===== src/rtl/fetch_pkg.sv =====
// Shared types and constants for the instruction-fetch prefetch stage.
package fetch_pkg;

    localparam logic [31:0] DEFAULT_RESET_PC = 32'h0100_0000;
    localparam int unsigned PC_STEP          = 32'd4;

    // Default queue entry for a 32-bit address / 32-bit instruction build.
    typedef struct packed {
        logic [31:0] pc;
        logic [31:0] insn;
    } fetch_entry_t;

    // Saturating 32-bit add used by the performance counters.
    function automatic logic [31:0] sat_add32(input logic [31:0] a, input logic [31:0] b);
        logic [32:0] sum;
        sum = {1'b0, a} + {1'b0, b};
        if (sum[32]) begin
            return 32'hFFFF_FFFF;
        end else begin
            return sum[31:0];
        end
    endfunction

endpackage


===== src/rtl/fetch_prefetch_buffer_if.sv =====
// Memory-side and decode-side signals of the fetch stage, bundled.
// master = the fetch stage, slave = memory + decode environment.
interface fetch_prefetch_buffer_if #(
    parameter int unsigned AWIDTH = 32,
    parameter int unsigned DWIDTH = 32
);
    logic [AWIDTH-1:0] mem_addr_o;
    logic              mem_read_en_o;
    logic [DWIDTH-1:0] mem_data_i;
    logic              redirect_i;
    logic [AWIDTH-1:0] redirect_pc_i;
    logic              insn_valid_o;
    logic              insn_ready_i;
    logic [DWIDTH-1:0] insn_o;
    logic [AWIDTH-1:0] pc_o;

    modport master (
        output mem_addr_o, mem_read_en_o, insn_valid_o, insn_o, pc_o,
        input  mem_data_i, redirect_i, redirect_pc_i, insn_ready_i
    );

    modport slave (
        input  mem_addr_o, mem_read_en_o, insn_valid_o, insn_o, pc_o,
        output mem_data_i, redirect_i, redirect_pc_i, insn_ready_i
    );
endinterface


===== src/rtl/fetch_sync_fifo.sv =====
// Power-of-two synchronous FIFO with flush; push is accepted while full
// only when a pop happens in the same cycle. Flush beats push.
module fetch_sync_fifo
    import fetch_pkg::*;
#(
    parameter int unsigned DEPTH   = 4,
    parameter type         entry_t = fetch_entry_t
) (
    input  logic                   clk,
    input  logic                   rst,
    input  logic                   push_i,
    input  entry_t                 push_data_i,
    input  logic                   pop_i,
    input  logic                   flush_i,
    output entry_t                 head_o,
    output logic                   empty_o,
    output logic [$clog2(DEPTH):0] count_o
);
    localparam int unsigned PW = $clog2(DEPTH);
    localparam int unsigned CW = PW + 1;

    entry_t        mem_q [DEPTH];
    entry_t        mem_d [DEPTH];
    logic [PW-1:0] wr_ptr_q, wr_ptr_d;
    logic [PW-1:0] rd_ptr_q, rd_ptr_d;
    logic [CW-1:0] count_q, count_d;
    logic          full_s, do_push_s, do_pop_s;

    // Next-state for storage, pointers and occupancy.
    always_comb begin
        full_s    = (count_q == CW'(DEPTH));
        do_pop_s  = pop_i && (count_q != '0);
        do_push_s = push_i && (!full_s || do_pop_s);
        mem_d     = mem_q;
        wr_ptr_d  = wr_ptr_q;
        rd_ptr_d  = rd_ptr_q;
        count_d   = count_q;
        if (flush_i) begin
            wr_ptr_d = '0;
            rd_ptr_d = '0;
            count_d  = '0;
        end else begin
            if (do_push_s) begin
                mem_d[wr_ptr_q] = push_data_i;
                wr_ptr_d        = wr_ptr_q + PW'(1);
            end else begin
                wr_ptr_d = wr_ptr_q;
            end
            if (do_pop_s) begin
                rd_ptr_d = rd_ptr_q + PW'(1);
            end else begin
                rd_ptr_d = rd_ptr_q;
            end
            case ({do_push_s, do_pop_s})
                2'b10:   count_d = count_q + CW'(1);
                2'b01:   count_d = count_q - CW'(1);
                default: count_d = count_q;
            endcase
        end
    end

    // State registers with synchronous active-low reset.
    always_ff @(posedge clk) begin
        if (!rst) begin
            for (int i = 0; i < DEPTH; i++) begin
                mem_q[i] <= '0;
            end
            wr_ptr_q <= '0;
            rd_ptr_q <= '0;
            count_q  <= '0;
        end else begin
            mem_q    <= mem_d;
            wr_ptr_q <= wr_ptr_d;
            rd_ptr_q <= rd_ptr_d;
            count_q  <= count_d;
        end
    end

    assign head_o  = mem_q[rd_ptr_q];
    assign empty_o = (count_q == '0);
    assign count_o = count_q;

endmodule


===== src/rtl/fetch_prefetch_buffer.sv =====
// Instruction-fetch stage with prefetch queue. Issues sequential PCs to a
// fixed-latency memory under a credit rule (queued + in flight < DEPTH),
// tracks requests in a MEM_LAT-deep shift register and queues {pc, insn}
// for decode. Redirect and reset flush both queue and in-flight work.
// Optional build macro FETCH_PERF_EN adds saturating issue/stall/flush counters.
module fetch_prefetch_buffer
    import fetch_pkg::*;
#(
    parameter int unsigned       AWIDTH   = 32,
    parameter int unsigned       DWIDTH   = 32,
    parameter int unsigned       DEPTH    = 4,
    parameter int unsigned       MEM_LAT  = 1,
    parameter logic [AWIDTH-1:0] RESET_PC = AWIDTH'(DEFAULT_RESET_PC)
) (
    input  logic                    clk,
    input  logic                    rst,
    fetch_prefetch_buffer_if.master bus
`ifdef FETCH_PERF_EN
    ,
    output logic [31:0]             perf_issue_o,
    output logic [31:0]             perf_stall_o,
    output logic [31:0]             perf_flush_o
`endif
);
    localparam int unsigned CW = $clog2(DEPTH) + 1;
    localparam int unsigned IW = $clog2(MEM_LAT + 1);
    localparam int unsigned SW = $clog2(DEPTH + MEM_LAT + 1);

    typedef struct packed {
        logic [AWIDTH-1:0] pc;
        logic [DWIDTH-1:0] insn;
    } entry_t;

    logic [AWIDTH-1:0]  fetch_pc_q, fetch_pc_d;
    logic [MEM_LAT-1:0] lat_vld_q, lat_vld_d;
    logic [AWIDTH-1:0]  lat_pc_q [MEM_LAT];
    logic [AWIDTH-1:0]  lat_pc_d [MEM_LAT];

    logic [IW-1:0] inflight_s;
    logic [SW-1:0] occ_s;
    logic [CW-1:0] fifo_count_s;
    logic          fifo_empty_s;
    entry_t        fifo_head_s;
    entry_t        push_data_s;
    logic          credit_s, issue_s, insn_valid_s, pop_s, push_s;
    logic          unused_redirect_lsb_s;

    assign unused_redirect_lsb_s = ^bus.redirect_pc_i[1:0];

    // Credit: everything queued or still in flight must fit in the queue.
    always_comb begin
        inflight_s = '0;
        for (int i = 0; i < MEM_LAT; i++) begin
            inflight_s = inflight_s + IW'(lat_vld_q[i]);
        end
        occ_s        = SW'(fifo_count_s) + SW'(inflight_s);
        credit_s     = (occ_s < SW'(DEPTH));
        issue_s      = rst && !bus.redirect_i && credit_s;
        insn_valid_s = rst && !bus.redirect_i && !fifo_empty_s;
        pop_s        = insn_valid_s && bus.insn_ready_i;
    end

    // Next fetch PC: redirect wins over sequential advance.
    always_comb begin
        fetch_pc_d = fetch_pc_q;
        if (bus.redirect_i) begin
            fetch_pc_d = {bus.redirect_pc_i[AWIDTH-1:2], 2'b00};
        end else if (issue_s) begin
            fetch_pc_d = fetch_pc_q + AWIDTH'(PC_STEP);
        end else begin
            fetch_pc_d = fetch_pc_q;
        end
    end

    // In-flight tracker: one {valid, pc} stage per cycle of memory latency.
    always_comb begin
        lat_vld_d    = lat_vld_q;
        lat_pc_d     = lat_pc_q;
        lat_pc_d[0]  = fetch_pc_q;
        for (int i = 1; i < MEM_LAT; i++) begin
            lat_pc_d[i] = lat_pc_q[i-1];
        end
        if (bus.redirect_i) begin
            lat_vld_d = '0;
        end else begin
            lat_vld_d[0] = issue_s;
            for (int i = 1; i < MEM_LAT; i++) begin
                lat_vld_d[i] = lat_vld_q[i-1];
            end
        end
    end

    // PC and tracker registers; reset discards every outstanding request.
    always_ff @(posedge clk) begin
        if (!rst) begin
            fetch_pc_q <= RESET_PC;
            lat_vld_q  <= '0;
            for (int i = 0; i < MEM_LAT; i++) begin
                lat_pc_q[i] <= '0;
            end
        end else begin
            fetch_pc_q <= fetch_pc_d;
            lat_vld_q  <= lat_vld_d;
            lat_pc_q   <= lat_pc_d;
        end
    end

    assign push_s           = lat_vld_q[MEM_LAT-1];
    assign push_data_s.pc   = lat_pc_q[MEM_LAT-1];
    assign push_data_s.insn = bus.mem_data_i;

    fetch_sync_fifo #(
        .DEPTH   (DEPTH),
        .entry_t (entry_t)
    ) u_queue (
        .clk         (clk),
        .rst         (rst),
        .push_i      (push_s),
        .push_data_i (push_data_s),
        .pop_i       (pop_s),
        .flush_i     (bus.redirect_i),
        .head_o      (fifo_head_s),
        .empty_o     (fifo_empty_s),
        .count_o     (fifo_count_s)
    );

    assign bus.mem_read_en_o = issue_s;
    assign bus.mem_addr_o    = fetch_pc_q;
    assign bus.insn_valid_o  = insn_valid_s;
    assign bus.insn_o        = (rst && !fifo_empty_s) ? fifo_head_s.insn : '0;
    assign bus.pc_o          = (rst && !fifo_empty_s) ? fifo_head_s.pc : '0;

`ifdef FETCH_PERF_EN
    logic [31:0] perf_issue_q, perf_issue_d;
    logic [31:0] perf_stall_q, perf_stall_d;
    logic [31:0] perf_flush_q, perf_flush_d;

    // Counter updates; a redirect discards everything queued or in flight.
    always_comb begin
        perf_issue_d = sat_add32(perf_issue_q, {31'd0, issue_s});
        perf_stall_d = sat_add32(perf_stall_q, {31'd0, rst && !bus.redirect_i && !credit_s});
        if (rst && bus.redirect_i) begin
            perf_flush_d = sat_add32(perf_flush_q, 32'(occ_s));
        end else begin
            perf_flush_d = perf_flush_q;
        end
    end

    // Counter registers.
    always_ff @(posedge clk) begin
        if (!rst) begin
            perf_issue_q <= 32'd0;
            perf_stall_q <= 32'd0;
            perf_flush_q <= 32'd0;
        end else begin
            perf_issue_q <= perf_issue_d;
            perf_stall_q <= perf_stall_d;
            perf_flush_q <= perf_flush_d;
        end
    end

    assign perf_issue_o = perf_issue_q;
    assign perf_stall_o = perf_stall_q;
    assign perf_flush_o = perf_flush_q;
`endif

endmodule


===== src/flat_wrapper.sv =====
// flat-port wrapper written by rule: the top's interface ports become plain ports
module fetch_prefetch_buffer_flat import fetch_pkg::*;
#(
    parameter int unsigned       AWIDTH   = 32,
    parameter int unsigned       DWIDTH   = 32,
    parameter int unsigned       DEPTH    = 4,
    parameter int unsigned       MEM_LAT  = 1,
    parameter logic [AWIDTH-1:0] RESET_PC = AWIDTH'(DEFAULT_RESET_PC)
)
  (clk, rst, bus_mem_addr_o, bus_mem_read_en_o, bus_insn_valid_o, bus_insn_o, bus_pc_o, bus_mem_data_i, bus_redirect_i, bus_redirect_pc_i, bus_insn_ready_i);
  fetch_prefetch_buffer_if #(.AWIDTH(AWIDTH), .DWIDTH(DWIDTH)) bus_i ();
  input  logic clk;
  input  logic rst;
  output wire logic [$bits(bus_i.mem_addr_o)-1:0] bus_mem_addr_o;
  output wire logic [$bits(bus_i.mem_read_en_o)-1:0] bus_mem_read_en_o;
  output wire logic [$bits(bus_i.insn_valid_o)-1:0] bus_insn_valid_o;
  output wire logic [$bits(bus_i.insn_o)-1:0] bus_insn_o;
  output wire logic [$bits(bus_i.pc_o)-1:0] bus_pc_o;
  input wire logic [$bits(bus_i.mem_data_i)-1:0] bus_mem_data_i;
  input wire logic [$bits(bus_i.redirect_i)-1:0] bus_redirect_i;
  input wire logic [$bits(bus_i.redirect_pc_i)-1:0] bus_redirect_pc_i;
  input wire logic [$bits(bus_i.insn_ready_i)-1:0] bus_insn_ready_i;
  assign bus_mem_addr_o = bus_i.mem_addr_o;
  assign bus_mem_read_en_o = bus_i.mem_read_en_o;
  assign bus_insn_valid_o = bus_i.insn_valid_o;
  assign bus_insn_o = bus_i.insn_o;
  assign bus_pc_o = bus_i.pc_o;
  assign bus_i.mem_data_i = bus_mem_data_i;
  assign bus_i.redirect_i = bus_redirect_i;
  assign bus_i.redirect_pc_i = bus_redirect_pc_i;
  assign bus_i.insn_ready_i = bus_insn_ready_i;
  fetch_prefetch_buffer #(.AWIDTH(AWIDTH), .DWIDTH(DWIDTH), .DEPTH(DEPTH), .MEM_LAT(MEM_LAT), .RESET_PC(RESET_PC)) u_core (.clk(clk), .rst(rst), .bus(bus_i));
endmodule

===== config.mk =====
export PLATFORM = sky130hd
export DESIGN_NAME = fetch_prefetch_buffer_flat
export DESIGN_NICKNAME = d
export VERILOG_FILES = /design/src/rtl/fetch_pkg.sv /design/src/rtl/fetch_prefetch_buffer_if.sv /design/src/rtl/fetch_sync_fifo.sv /design/src/rtl/fetch_prefetch_buffer.sv /design/src/flat_wrapper.sv
export SDC_FILE = /design/constraint.sdc
export NUM_CORES = 1
export LEC_CHECK = 0
export CAP_MARGIN = 40
export CORE_ASPECT_RATIO = 0.9
export CORE_MARGIN = 3
export CORE_UTILIZATION = 50
export CTS_CLUSTER_SIZE = 30
export DETAILED_ROUTE_END_ITERATION = 16
export MAX_ROUTING_LAYER = met4
export PLACE_DENSITY = 0.75
export SLEW_MARGIN = 10
export SYNTH_ARGS = -nofsm -noshare
export SYNTH_HDL_FRONTEND = slang
export SYNTH_SLANG_ARGS = --single-unit
export TNS_END_PERCENT = 5

===== constraint.sdc =====
create_clock -name clk -period 2.2 [get_ports clk]
set_input_delay 0.22 -clock clk [delete_from_list [all_inputs] [get_ports clk]]
set_output_delay 0.22 -clock clk [all_outputs]
set_load 0.005 [all_outputs]

# Yosys cells after proc, flatten, opt, wreduce, memory -nomap -nowiden
# Index checks and enable logic that the tools add are counted.
# W data, S select, Z words.
totals:
  reg_bits: 328
  input_bits: 68
  out_inout_bits: 98
  word_cells: 61
classes:
  add_sub_neg: 6
  order_cmp: 4
  eq_ne: 3
  n_mux: 11
  bitwise_logic: 4
  reduce_logical: 18
op_table:
  columns: ["cell", "count"]
  rows:
  - ["$bwmux W256", 1]
  - ["$mux W64", 3]
  - ["$bmux W64 S2", 1]
  - ["$demux W64 S2", 1]
  - ["$mux W32", 4]
  - ["$add A32 B3 Y32 const B", 1]
  - ["$logic_and A1 B1 Y1", 8]
  - ["$ge A3 B3 Y1 const B", 2]
  - ["$not A2 Y3", 2]
  - ["$pmux W3 S2", 1]
  - ["$add A2 B1 Y2 const B", 2]
  - ["$reduce_bool A2 Y1", 2]
  - ["$add A3 B1 Y3", 1]
  - ["$add A3 B1 Y3 const B", 1]
  - ["$eq A3 B3 Y1 const B", 1]
  - ["$logic_not A1 Y1", 3]
  - ["$logic_not A3 Y1", 1]
  - ["$lt A3 B1 Y1 const B", 1]
  - ["$lt A3 B3 Y1 const B", 1]
  - ["$reduce_bool A3 Y1", 1]
  - ["$sub A3 B1 Y3 const B", 1]
  - ["$eq A2 B1 Y1 const B", 1]
  - ["$eq A2 B2 Y1 const B", 1]
  - ["$not A1 Y1", 2]
  - ["3 further kinds", 3]

# Logic depth before layout (Yosys ltp)
depth:
  depth_word: 9
  mapped_depth: 10

# Modules after synthesis
# From an unflattened synthesis, not the netlist that was laid out.
hier_totals:
  cells_unflattened: 1371
  hier_area_um2: 14538.9
modules_own_cells:
  columns: ["mod", "n_inst", "cells_each", "area_each_um2"]
  rows:
  - ["fetch_sync_fifo", 1, 1026, 11549.8]
  - ["fetch_prefetch_buffer", 1, 345, 2989.1]

# Worst setup path before layout
# OpenSTA, ideal clock, no wires.
synth_path:
  kind: "flip-flop to flip-flop"
  from: "reg u_core.u_queue.count_q[2] (netlist: u_core.u_queue.count_o[2])"
  to: "reg u_core.u_queue.count_q[2] (netlist: u_core.u_queue.count_o[2])"
  setup_ns: 0.072
  t_arrival_ns: 2.221
  required_ns: 2.128
  setup_slack_ns: -0.093
  path_stages_with_launch: 11
  path_buffers: 2
  period_less_slack_ns: 2.293
  cell_sequence: "dfxtp_1 -> clkbuf_1 -> or3_1 -> buf_2 -> nor2b_1 -> ha_1 -> inv_1 -> fa_1 -> xor2_1 -> or3_1 -> a21oi_1"
synth_between:
  elab_chain_cells: 9
synth_rtl:
  columns: ["element", "line", "source"]
  rows:
  - ["start: declaration", "fetch_sync_fifo.sv:26", "logic [CW-1:0] count_q, count_d;"]
  - ["start signal: assignment", "fetch_sync_fifo.sv:75", "count_q <= count_d;"]
  - ["$logic_not A3 Y1", "fetch_sync_fifo.sv:80", "assign empty_o = (count_q == '0);"]
  - ["$logic_not A1 Y1", "fetch_prefetch_buffer.sv:59", "insn_valid_s = rst && !bus.redirect_i && !fifo_empty_s;"]
  - ["$logic_and A1 B1 Y1", "fetch_prefetch_buffer.sv:59", null]
  - ["$logic_and A1 B1 Y1", "fetch_prefetch_buffer.sv:60", "pop_s = insn_valid_s && bus.insn_ready_i;"]
  - ["$logic_and A1 B1 Y1 (*)", "fetch_sync_fifo.sv:32", "do_pop_s = pop_i && (count_q != '0);"]
  - ["named net u_core.u_queue.do_pop_s", "fetch_sync_fifo.sv:27", "logic full_s, do_push_s, do_pop_s;"]
  - ["$logic_or A1 B1 Y1", "fetch_sync_fifo.sv:33", "do_push_s = push_i && (!full_s || do_pop_s);"]
  - ["$logic_and A1 B1 Y1", "fetch_sync_fifo.sv:33", null]
  - ["$eq A2 B1 Y1 or $eq A2 B2 Y1 (tied branches)", "fetch_sync_fifo.sv:54", "case ({do_push_s, do_pop_s})"]
  - ["$pmux W3 S2 or $reduce_bool A2 Y1 (tied branches)", null, null]
# Mark *: on every way through the listed nets, which the timed path passes. The rest lies on a longest branch.
# A chain may end at the register's enable or synchronous reset.

# Worst setup path in the final report
layout_path:
  from: "reg u_core.u_queue.rd_ptr_q[1]"
  to: "out bus_pc_o[4]"
layout_between:
  elab_chain_cells: 5
layout_rtl:
  columns: ["element", "line", "source"]
  rows:
  - ["start: declaration", "fetch_sync_fifo.sv:25", "logic [PW-1:0] rd_ptr_q, rd_ptr_d;"]
  - ["start signal: assignment", "fetch_sync_fifo.sv:74", "rd_ptr_q <= rd_ptr_d;"]
  - ["$not A2 Y3 (implied by the code)", "fetch_sync_fifo.sv:79", "assign head_o = mem_q[rd_ptr_q];"]
  - ["$bmux W64 S2", "fetch_sync_fifo.sv:79", null]
  - ["$mux W64 (implied by the code) (2 in a row)", "fetch_sync_fifo.sv:79", null]
  - ["$mux W32", "fetch_prefetch_buffer.sv:131", "assign bus.pc_o = (rst && !fifo_empty_s) ? fifo_head_s.pc : '0;"]
  - ["end: declaration", "flat_wrapper.sv:18", "output wire logic [$bits(bus_i.pc_o)-1:0] bus_pc_o;"]
# Every way passes these cells. The select of a mux whose other input is x is not followed.

==> out/qor.csv <==
metric;value;unit
critical path peak fanout;6;
hold crit path type;primary input to flop;
number of global-route vias before repair;11443;
DRT Pass-1 Iters;6;
critical path type;flop to output port;
Hold Path End;u_core.u_queue.mem_q[159]$_SDFFE_PN0P_;
1st-iter DRT viols;961;
final hold vios;0;
Post-Syn Area;14000;um^2
Detailed Place HPWL;22.7;mm
CTS hold repair buffers;0;
Gate Count Post-Synth;1594;
CTS tree;yes;
dominant synthesized flop cell;dfxtp_1;
Core Util, Final;64.9;%
PD cells;700;nW/um^2
peak supply drop;453;uV
Initial Utilization;51.4;%
Cell variety after synth;51;
Ports;166;
cell taking the most area after synthesis;dfxtp_1;
Total GRT Usage;24.2;%
area of the core;27200;um^2
Avg Cell Area, Syn;8.78;um^2
Inserted Diodes;0;
#FFs+latches synth;316;
crit start category;flop;
initial antenna violation count;0;
Post-synth EDFFs;0;
R2R cell count;7;
Tcrit/Tclk final;104;%
Port Buf Inserts;159;
Leakage;0.00629;uW
Layout Skew;0.0154;ns
die area;30000;um^2
routed vias;11906;
status;complete, but fails checks;
Max Cap Viol;0;
CTS root buf;clkbuf_16;
HP Start;rst;
Yosys top cell area share;45.2;%
top cells by area, synth;dfxtp_1 45%, mux4_2 10%, nand3_1 9.2%;
Final Worst Setup Slack;-0.0923;ns
most frequent cell after synthesis;dfxtp_1;
layout overhead on the synthesized area;26.4;%
Horiz. Die Dim;182;um
synth cell count leaders;316 x dfxtp_1, 278 x nand2_1, 256 x nand3_1;
clk sink count;316;
die height;165;um
failing checks;negative setup slack;
first-pass GRT wire length;58.3;mm
CP endpoint kind;output port;
CTS Buf Count;34;
critical path data required time;1.98;ns
largest net degree at the start of global routing;76;
GPL Wtd Cong;0.856;
# rows;57;
worst skew pair latency;0.51;ns
Seq/Total Area, Yosys;45.2;%
Worst Hold Depth;4;
FMAX;0.436;GHz
worst endpoint data arrival time;2.07;ns
Routed Wire Length;35.8;mm
nets;1801;
clock transition at the registers of the reported paths;0.06;ns
DRC violations left;0;
Async SR Flop Fraction;0;%
Min Hold Slack;0.206;ns
Period minus WS final;2.29;ns
Inst Count DP;2021;
number of buffers on the longest clock path;3;
Final Instance Count excl. Fillers;2105;
final setup vio count;56;
Routed Antenna Nets;0;
RR Endpoint;u_core.bus.mem_addr_o[26]$_SDFFE_PN0P_;
share of cells above drive strength 1;19.1;%
CTS H-tree lvls;2;
Layout fillers;2119;
post-DR vias/cell;5.66;
Routed wire per std cell;17.0;um
RSZ-0062 raised after global routing;yes;
Slew Viols, Final;0;
r2r setup slk;0.16;ns
yosys warns;0;
grt total ovfl;0;
reg-to-reg startpoint;u_core.bus.mem_addr_o[2]$_SDFFE_PN0P_;
## repair_timing
action,in CTS,in global routing
setup endpoints to repair,64,65
cloned,5,0
resized for setup,290,34
buffers inserted,23,1
pin swaps,27,2
## metrics by stage
| stage | worst slack (ns) | cell area (um^2) | power, uW | TNS (ns) |
|---|---|---|---|---|
| finish | -0.0923 | 17700 | 12400 | -3.00 |
| global route | -0.157 | 17700 | 12800 | -6.16 |
| CTS | -0.162 | 17800 | 12500 | -7.44 |
| detailed placement | -0.0832 | 16100 | 6800 | -0.645 |
| global placement | -0.0794 | 16100 | 6780 | -0.0794 |
| floorplan | 0.00385 | 14000 | 6400 | 0 |
## cell families (layout without fill, tap and decap cells)
logic type | count (synthesis) | after routing | share of synthesized area (%)
mux | 66 | 66 | 10.3
fa+ha+maj | 7 | 7 | 0.680
xor+xnor | 23 | 23 | 1.44
compound gates | 304 | 304 | 11.6
buf+inv | 176 | 330 | 6.59
simple gates | 701 | 701 | 24.2
other cells | 1 | 4 | 0.0268
flops | 316 | 316 | 45.2
## power breakdown
part	switching, uW	internal, uW
clock network	2260	3430
logic	410	360
registers	113	5820
total	2780	9610
## cells in the final DEF, fill, tap and decap left out, types with 3 or more instances in the layout
master           count
clkinv_2            10
a211oi_1             7
buf_8                4
and4_1               3
mux4_2              62
buf_6               37
buf_12              34
clkbuf_1             8
clkdlybuf4s50_1     95
buf_4               45
xor2_1              13
clkbuf_2            22
o22ai_1              4
xnor2_1              9
nand2_1            278
mux2_2               3
or3_1                5
nor2_1              17
o21ai_1             61
ha_1                 6
clkdlybuf4s15_1      5
dfxtp_1            312
a31oi_1              6
o21ai_0            196
nand3_1            256
nor3_1               6
nor2_4               4
and3_1              21
clkbuf_16           37
inv_1               16
and3_4              50
nand4_1             18
o211ai_1             4
clkbuf_8             4
buf_2                7
conb_1               4
a21oi_1             15
and2_1              30
## critical path, stage by stage (launching register included)
cell     delay [ns]
dfxtp_4        0.46
buf_12         0.16
buf_12         0.12
mux4_2         0.52
and3_4         0.20
buf_6          0.11
## sequential cells by signal, indices dropped and copies added, names as in the netlist
signal / count
u_core.u_queue.count_o: 3
u_core.lat_pc_q: 30
u_core.u_queue.rd_ptr_q: 2
u_core.lat_vld_q: 1
u_core.bus.mem_addr_o: 30
u_core.u_queue.mem_q: 248
u_core.u_queue.wr_ptr_q: 2
## layer usage
layer,up-vias,share of wire (%),GRT usage (%),wire length (um)
met2,370,48,39.2,17100
li1,5885,-,-,-
met4,0,2.2,6.65,771
met5,-,0,-,0
met3,61,5.8,3.39,2080
met1,5590,44,32.2,15900
## area by class of cell
type | count | area, um^2 | share of cell area (%)
clock inverter | 12 | 110 | 0.622
sequential | 316 | 6340 | 35.8
inverter | 17 | 63.8 | 0.361
timing repair buffer | 252 | 2710 | 15.3
clock buffer | 49 | 1010 | 5.72
multi-input combinational | 1105 | 7020 | 39.7
tap | 354 | 443 | 2.50
## worst max-delay path by stage
stage | start | to | slack, ns | depth (start not counted)
after floorplan | u_core.u_queue.count_o[2]$_SDFFE_PP0P_ | u_core.u_queue.count_o[2]$_SDFFE_PP0P_ | 0.004 | 10
after global placement | bus_redirect_i | u_core.u_queue.count_o[2]$_SDFFE_PP0P_ | -0.08 | 9
after detailed placement | bus_redirect_i | u_core.u_queue.count_o[2]$_SDFFE_PP0P_ | -0.08 | 9
after CTS | u_core.u_queue.rd_ptr_q[1]$_SDFFE_PP0P_ | bus_pc_o[24] | -0.16 | 6
after global routing | u_core.u_queue.rd_ptr_q[1]$_SDFFE_PP0P_ | bus_pc_o[24] | -0.16 | 5
final | u_core.u_queue.rd_ptr_q[1]$_SDFFE_PP0P_ | bus_pc_o[4] | -0.09 | 5
Power figures use the tool's default switching activity.
